**config.mk**
```make
export PLATFORM = sky130hd
export DESIGN_NAME = ex_muldiv_unit_flat
export DESIGN_NICKNAME = d
export VERILOG_FILES = /design/src/rtl/ex_muldiv_unit_if.sv /design/src/rtl/ex_muldiv_unit.sv /design/src/flat_wrapper.sv
export SDC_FILE = /design/constraint.sdc
export NUM_CORES = 1
export LEC_CHECK = 0
export CORE_MARGIN = 5
export CORE_UTILIZATION = 50
export CTS_CLUSTER_DIAMETER = 80
export DETAILED_ROUTE_END_ITERATION = 12
export GPL_TIMING_DRIVEN = 0
export MAX_ROUTING_LAYER = met4
export PLACE_DENSITY_LB_ADDON = 0.2
export SLEW_MARGIN = 20
export SYNTH_ARGS = -nofsm -noshare
export SYNTH_HDL_FRONTEND = slang
export SYNTH_SLANG_ARGS = --single-unit
```
**constraint.sdc**
```tcl
create_clock -name clk -period 4.83 [get_ports clk]
set_clock_uncertainty 0.1 [all_clocks]
set_input_delay 0.966 -clock clk [delete_from_list [all_inputs] [get_ports clk]]
set_output_delay 0.966 -clock clk [all_outputs]
set_load 0.03 [all_outputs]
```
**src/rtl/ex_muldiv_unit_if.sv**
```systemverilog
// ID/EX-side bundle for the iterative multiply/divide unit.
// master = pipeline/hazard side, slave = ex_muldiv_unit.
interface ex_muldiv_unit_if #(
  parameter int unsigned WIDTH = 32
);
  logic [2:0]       in_op;
  logic [WIDTH-1:0] in_DR1;
  logic [WIDTH-1:0] in_DR2;
  logic             in_flush;
  logic [WIDTH-1:0] out_result;
  logic [WIDTH-1:0] out_hi;
  logic [WIDTH-1:0] out_lo;
  logic             out_busy;
  logic             out_stall;
  logic             out_done;

  modport master (
    output in_op, in_DR1, in_DR2, in_flush,
    input  out_result, out_hi, out_lo, out_busy, out_stall, out_done
  );

  modport slave (
    input  in_op, in_DR1, in_DR2, in_flush,
    output out_result, out_hi, out_lo, out_busy, out_stall, out_done
  );
endinterface

```
**src/rtl/ex_muldiv_unit.sv**
```systemverilog
// Iterative MULT/MULTU/DIV/DIVU into HI/LO with MFHI/MFLO reads.
// One iteration per cycle, then a sign-fix cycle that writes HI/LO.
module ex_muldiv_unit #(
  parameter int unsigned WIDTH = 32
) (
  input logic             clk,
  input logic             rst_n,
  ex_muldiv_unit_if.slave bus
);
  localparam int unsigned CntW = $clog2(WIDTH);

  localparam logic [2:0] OpMult  = 3'b001;
  localparam logic [2:0] OpMultu = 3'b010;
  localparam logic [2:0] OpDiv   = 3'b011;
  localparam logic [2:0] OpDivu  = 3'b100;
  localparam logic [2:0] OpMfhi  = 3'b101;
  localparam logic [2:0] OpMflo  = 3'b110;

  typedef enum logic [1:0] {StIdle, StRun, StFix} state_e;

  state_e           state;
  logic [CntW-1:0]  cnt;
  logic [WIDTH-1:0] hiReg, loReg;
  // acc: product high half / partial remainder; qr: multiplier / quotient
  logic [WIDTH-1:0] acc, qr, opnd;
  logic             isDiv, negRes, negRem, busy, done;

  logic             isMulDiv, isSigned, isDivOp, accept;
  logic [WIDTH-1:0] absA, absB;
  logic [WIDTH:0]   mulSum, divTmp, divDiff;
  logic [2*WIDTH-1:0] prodFix;
  logic [WIDTH-1:0] quotFix, remFix;

  always_comb begin
    isMulDiv = bus.in_op inside {OpMult, OpMultu, OpDiv, OpDivu};
    isSigned = (bus.in_op == OpMult) || (bus.in_op == OpDiv);
    isDivOp  = (bus.in_op == OpDiv) || (bus.in_op == OpDivu);
    accept   = (state == StIdle) && isMulDiv && !bus.in_flush;
    absA     = (isSigned && bus.in_DR1[WIDTH-1]) ? -bus.in_DR1 : bus.in_DR1;
    absB     = (isSigned && bus.in_DR2[WIDTH-1]) ? -bus.in_DR2 : bus.in_DR2;
    mulSum   = {1'b0, acc} + {1'b0, (qr[0] ? opnd : {WIDTH{1'b0}})};
    divTmp   = {acc, qr[WIDTH-1]};
    divDiff  = divTmp - {1'b0, opnd};
    prodFix  = negRes ? -{acc, qr} : {acc, qr};
    quotFix  = negRes ? -qr : qr;
    remFix   = negRem ? -acc : acc;
  end

  always_ff @(posedge clk or negedge rst_n) begin
    if (!rst_n) begin
      state  <= StIdle;
      cnt    <= '0;
      hiReg  <= '0;
      loReg  <= '0;
      acc    <= '0;
      qr     <= '0;
      opnd   <= '0;
      isDiv  <= 1'b0;
      negRes <= 1'b0;
      negRem <= 1'b0;
      busy   <= 1'b0;
      done   <= 1'b0;
    end else begin
      done <= 1'b0;
      unique case (state)
        StIdle: begin
          if (accept) begin
            isDiv  <= isDivOp;
            negRes <= isSigned && (bus.in_DR1[WIDTH-1] ^ bus.in_DR2[WIDTH-1]);
            negRem <= isSigned && bus.in_DR1[WIDTH-1];
            acc    <= '0;
            qr     <= isDivOp ? absA : absB;
            opnd   <= isDivOp ? absB : absA;
            cnt    <= '0;
            busy   <= 1'b1;
            state  <= StRun;
          end
        end
        StRun: begin
          if (bus.in_flush) begin
            busy  <= 1'b0;
            state <= StIdle;
          end else begin
            if (isDiv) begin
              // Restoring step: keep the subtraction only if it did not borrow
              if (!divDiff[WIDTH]) begin
                acc <= divDiff[WIDTH-1:0];
                qr  <= {qr[WIDTH-2:0], 1'b1};
              end else begin
                acc <= divTmp[WIDTH-1:0];
                qr  <= {qr[WIDTH-2:0], 1'b0};
              end
            end else begin
              acc <= mulSum[WIDTH:1];
              qr  <= {mulSum[0], qr[WIDTH-1:1]};
            end
            cnt <= cnt + 1'b1;
            if (cnt == CntW'(WIDTH - 1)) begin
              state <= StFix;
            end
          end
        end
        StFix: begin
          busy  <= 1'b0;
          state <= StIdle;
          if (!bus.in_flush) begin
            done <= 1'b1;
            if (isDiv) begin
              // Divide by zero: quotient all ones, remainder is the raw dividend
              loReg <= (opnd == '0) ? {WIDTH{1'b1}} : quotFix;
              hiReg <= remFix;
            end else begin
              hiReg <= prodFix[2*WIDTH-1:WIDTH];
              loReg <= prodFix[WIDTH-1:0];
            end
          end
        end
        default: state <= StIdle;
      endcase
    end
  end

  always_comb begin
    bus.out_hi    = hiReg;
    bus.out_lo    = loReg;
    bus.out_busy  = busy;
    bus.out_done  = done;
    bus.out_stall = busy | (isMulDiv & busy);
    case (bus.in_op)
      OpMfhi:  bus.out_result = hiReg;
      OpMflo:  bus.out_result = loReg;
      default: bus.out_result = '0;
    endcase
  end
endmodule

```
**src/flat_wrapper.sv**
```systemverilog
// flat-port wrapper written by rule: the top's interface ports become plain ports
module ex_muldiv_unit_flat 
#(
  parameter int unsigned WIDTH = 32
)
  (clk, rst_n, bus_in_op, bus_in_DR1, bus_in_DR2, bus_in_flush, bus_out_result, bus_out_hi, bus_out_lo, bus_out_busy, bus_out_stall, bus_out_done);
  ex_muldiv_unit_if #(.WIDTH(WIDTH)) bus_i ();
  input logic clk;
  input logic rst_n;
  input wire logic [$bits(bus_i.in_op)-1:0] bus_in_op;
  input wire logic [$bits(bus_i.in_DR1)-1:0] bus_in_DR1;
  input wire logic [$bits(bus_i.in_DR2)-1:0] bus_in_DR2;
  input wire logic [$bits(bus_i.in_flush)-1:0] bus_in_flush;
  output wire logic [$bits(bus_i.out_result)-1:0] bus_out_result;
  output wire logic [$bits(bus_i.out_hi)-1:0] bus_out_hi;
  output wire logic [$bits(bus_i.out_lo)-1:0] bus_out_lo;
  output wire logic [$bits(bus_i.out_busy)-1:0] bus_out_busy;
  output wire logic [$bits(bus_i.out_stall)-1:0] bus_out_stall;
  output wire logic [$bits(bus_i.out_done)-1:0] bus_out_done;
  assign bus_i.in_op = bus_in_op;
  assign bus_i.in_DR1 = bus_in_DR1;
  assign bus_i.in_DR2 = bus_in_DR2;
  assign bus_i.in_flush = bus_in_flush;
  assign bus_out_result = bus_i.out_result;
  assign bus_out_hi = bus_i.out_hi;
  assign bus_out_lo = bus_i.out_lo;
  assign bus_out_busy = bus_i.out_busy;
  assign bus_out_stall = bus_i.out_stall;
  assign bus_out_done = bus_i.out_done;
  ex_muldiv_unit #(.WIDTH(WIDTH)) u_core (.clk(clk), .rst_n(rst_n), .bus(bus_i));
endmodule
```
==> summary.md <==
| Metric | Value |
|---|---|
| Outcome | `finished, final reports clean` |
| Worst-path clk slew | `around 0.09 ns` |
| Crit path arrival time | `around 3.6 ns` |
| Most frequent cells in the layout | `nor2_1, a21oi_1, nand2_1` |
| HPWL after DPL | `44700 µm` |
| Crit Path Category | `in -> out` |
| Pin count of the biggest net entering global routing | `between 60 and 70` |
| CTS sink cnt | `172` |
| Crit path time final | `4.71 ns` |
| GRT Overall Usage | `33.6%` |
| Period utilisation layout | `between 90% and 100%` |
| Vias in the first global route | `between 10000 and 15000` |
| Peak supply drop | `0.342 mV` |
| Global-route wire length before repair | `85500 µm` |
| Root Driver | `clkbuf_16` |
| Layout cells sized above 1 | `3.72%` |
| CTS Buf Count | `17` |
| F_max | `~210 MHz` |
| Antenna violations before repair | `1` |
| IO Port Bufs | `167` |
| H-Tree Level Count | `4` |
| CP most frequent cell | `clkdlybuf4s50_1` |
| Initial drt markers | `1412` |
| Post-synth EDFFs | `0` |
| PD cells | `609 mW/mm²` |
| Dpl ws | `between 0.15 and 0.2 ns` |
| Synth Register Bits | `roughly 170` |
| Critical path endpoint category | `primary output` |
| Routed wirelength normalized by instance count | `around 22 µm` |
| Drt drc | `0` |
| Boundary pin count | `169` |
| Die area | `about 0.033 mm²` |
| Final Setup Violations | `0` |
| Clk_lat worst skew | `0.45 ns` |
| Worst Slack Setup Final | `between 0.1 and 0.15 ns` |
| CP Cell Sequence | `clkdlybuf4s50_1, nand2_1, nor2_1, clkbuf_1, a22o_1, clkdlybuf4s50_1` |
| Total grt overflow | `0` |
| Required time of the critical path | `about 3.8 ns` |
| Syn Nets | `just over 2000` |
| Worst min path class | `in -> async` |
| Max FO, Critical Path | `10` |
| Hold buffers post-CTS | `0` |
| Yosys top cell area share | `between 20% and 30%` |
| Number of setup buffers added after CTS | `0` |
| Pre-antenna DRT Iters | `5` |
| # fillers | `roughly 2700` |
| Clk buf depth | `2` |
| Starting Density | `between 50% and 60%` |
| Synth Cell Area | `approximately 0.015 mm²` |
| Core footprint | `0.0294 mm²` |
| Final hold vios | `0` |
| Routed vias | `between 15000 and 20000` |
| Slew HR | `about 36%` |
| Post-synth cell types | `69` |
| RSZ-0062 raised after global routing | `no` |
| Max-cap viol count | `0` |
| Worst slew pin tran | `0.951 ns` |
| YS warnings | `0` |
| CTS resizes | `0` |
| Post-Syn Instances | `between 1500 and 2000` |
| Antenna viol nets, final | `0` |
| Chip height | `182 µm` |
| Area leader, netlist | `dfrtp_1` |
| Power Total | `roughly 11 mW` |
| Post-synthesis sequential area ratio | `between 20% and 30%` |
| Leakage | `around 7.3 nW` |
| Top delay family on crit path | `buffers and inverters` |
| Slowest stage delay, CP | `0.69 ns` |
| Max Slew Vio Count | `0` |
| TritonCTS clock tree | `done` |
| Final wirelength | `between 50000 and 60000 µm` |
| Worst path slowest cell | `clkdlybuf4s50_1` |
| Asr flop ratio synth | `100%` |
| Chip width | `around 180 µm` |
| Main synth FF type | `dfrtp_1` |
| Nets | `between 2000 and 2500` |
| Via/cell ratio | `approximately 6.2` |
| Fin util | `59.9%` |
| WP buf/inv | `3` |
| Syn_area_per_cell | `7.79 µm²` |
| Startpoint types | `input pin` |
| Top cells by area, synth | `dfrtp_1, a21oi_1, ha_1, o21ai_0, xor2_1` |
| FP Rows | `63` |
| Layout area overhead | `19.3%` |
| Most common cell after layout, fill and taps aside | `nor2_1` |
| GP Congestion | `roughly 1` |
## cell usage after synthesis (all sizes together), types with 16 or more instances
cell type,n
a22oi,22
nor3,31
o21ai,177
a211oi,26
o41ai,16
ha,74
buf,20
xor2,91
o31ai,31
mux2i,34
nand3,41
a21oi,204
a21o,27
nand2,186
or4,20
xnor2,89
nand2b,24
mux2,23
a22o,35
clkbuf,109
nand4,20
nor4,24
nor2,209
dfrtp,172
inv,56
## report_power, final
group	internal, mW	switching, mW
Clock	0.720	0.749
Sequential	1.83	0.665
Combinational	2.51	4.25
Total	5.06	5.67
## flip-flops by register name, indices dropped and copies added, names as in the netlist
register and count:
u_core.acc 32, u_core.bus.out_hi 32, u_core.bus.out_lo 32, u_core.opnd 32, u_core.qr 32, u_core.cnt 5
u_core.state 2, u_core.bus.out_busy 1, u_core.bus.out_done 1, u_core.isDiv 1, u_core.negRem 1, u_core.negRes 1
## worst paths after layout
check	start	to	slack [ns]	depth (start not counted)
min	rst_n	u_core.acc[8]	0.34	1
min reg2reg	u_core.cnt[4]	u_core.cnt[4]	0.39	2
max	bus_in_op[0]	bus_out_result[11]	0.12	6
max in group asynchronous	rst_n	u_core.qr[23]	3.28	3
min in group clk	u_core.cnt[4]	u_core.cnt[4]	0.39	2
max reg2reg	u_core.acc[0]	u_core.acc[10]	0.40	13
## cells by family after synthesis
logic type | synth area share, %
AO/OA/AOI/OAI | 26.2
XOR/XNOR | 10.7
adder cells (fa/ha/maj) | 6.54
buffers and inverters | 4.77
flip-flops | 29.2
multiplexers | 4.06
AND/OR/NAND/NOR | 18.6
## routing by layer
metal / global-route usage (%) / up-vias / part of all wire, %
li1: - / 7204 / -
met1: 45.6 / 7383 / 43
met2: 50.9 / 636 / 45
met3: 4.81 / 92 / 7.7
met4: 13.3 / 0 / 3.9
met5: - / - / 0
## final cells by class
type	instances	area (µm²)	share of cell area, %
clock buffer	17	425	2.41
inverter	56	210	1.19
buffer	129	494	2.80
clock inverter	15	206	1.17
antenna	1	2.50	0.0142
sequential	172	4300	24.4
multi-input combinational	1539	9760	55.4
tap	390	488	2.77
timing repair buffer	169	1730	9.83
## metrics by stage
stage               std cells  instance area [µm²]  setup TNS (ns)  hold WS, ns
floorplan                1896                14800               0        0.345
global placement         2453                16900         -790.60        0.363
detailed placement       2455                17000               0        0.373
CTS                      2487                17600               0        0.356
global route             2488                17600               0        0.366
finish                   2488                17600               0        0.338
Note: power is estimated with default switching activity, not from simulation.
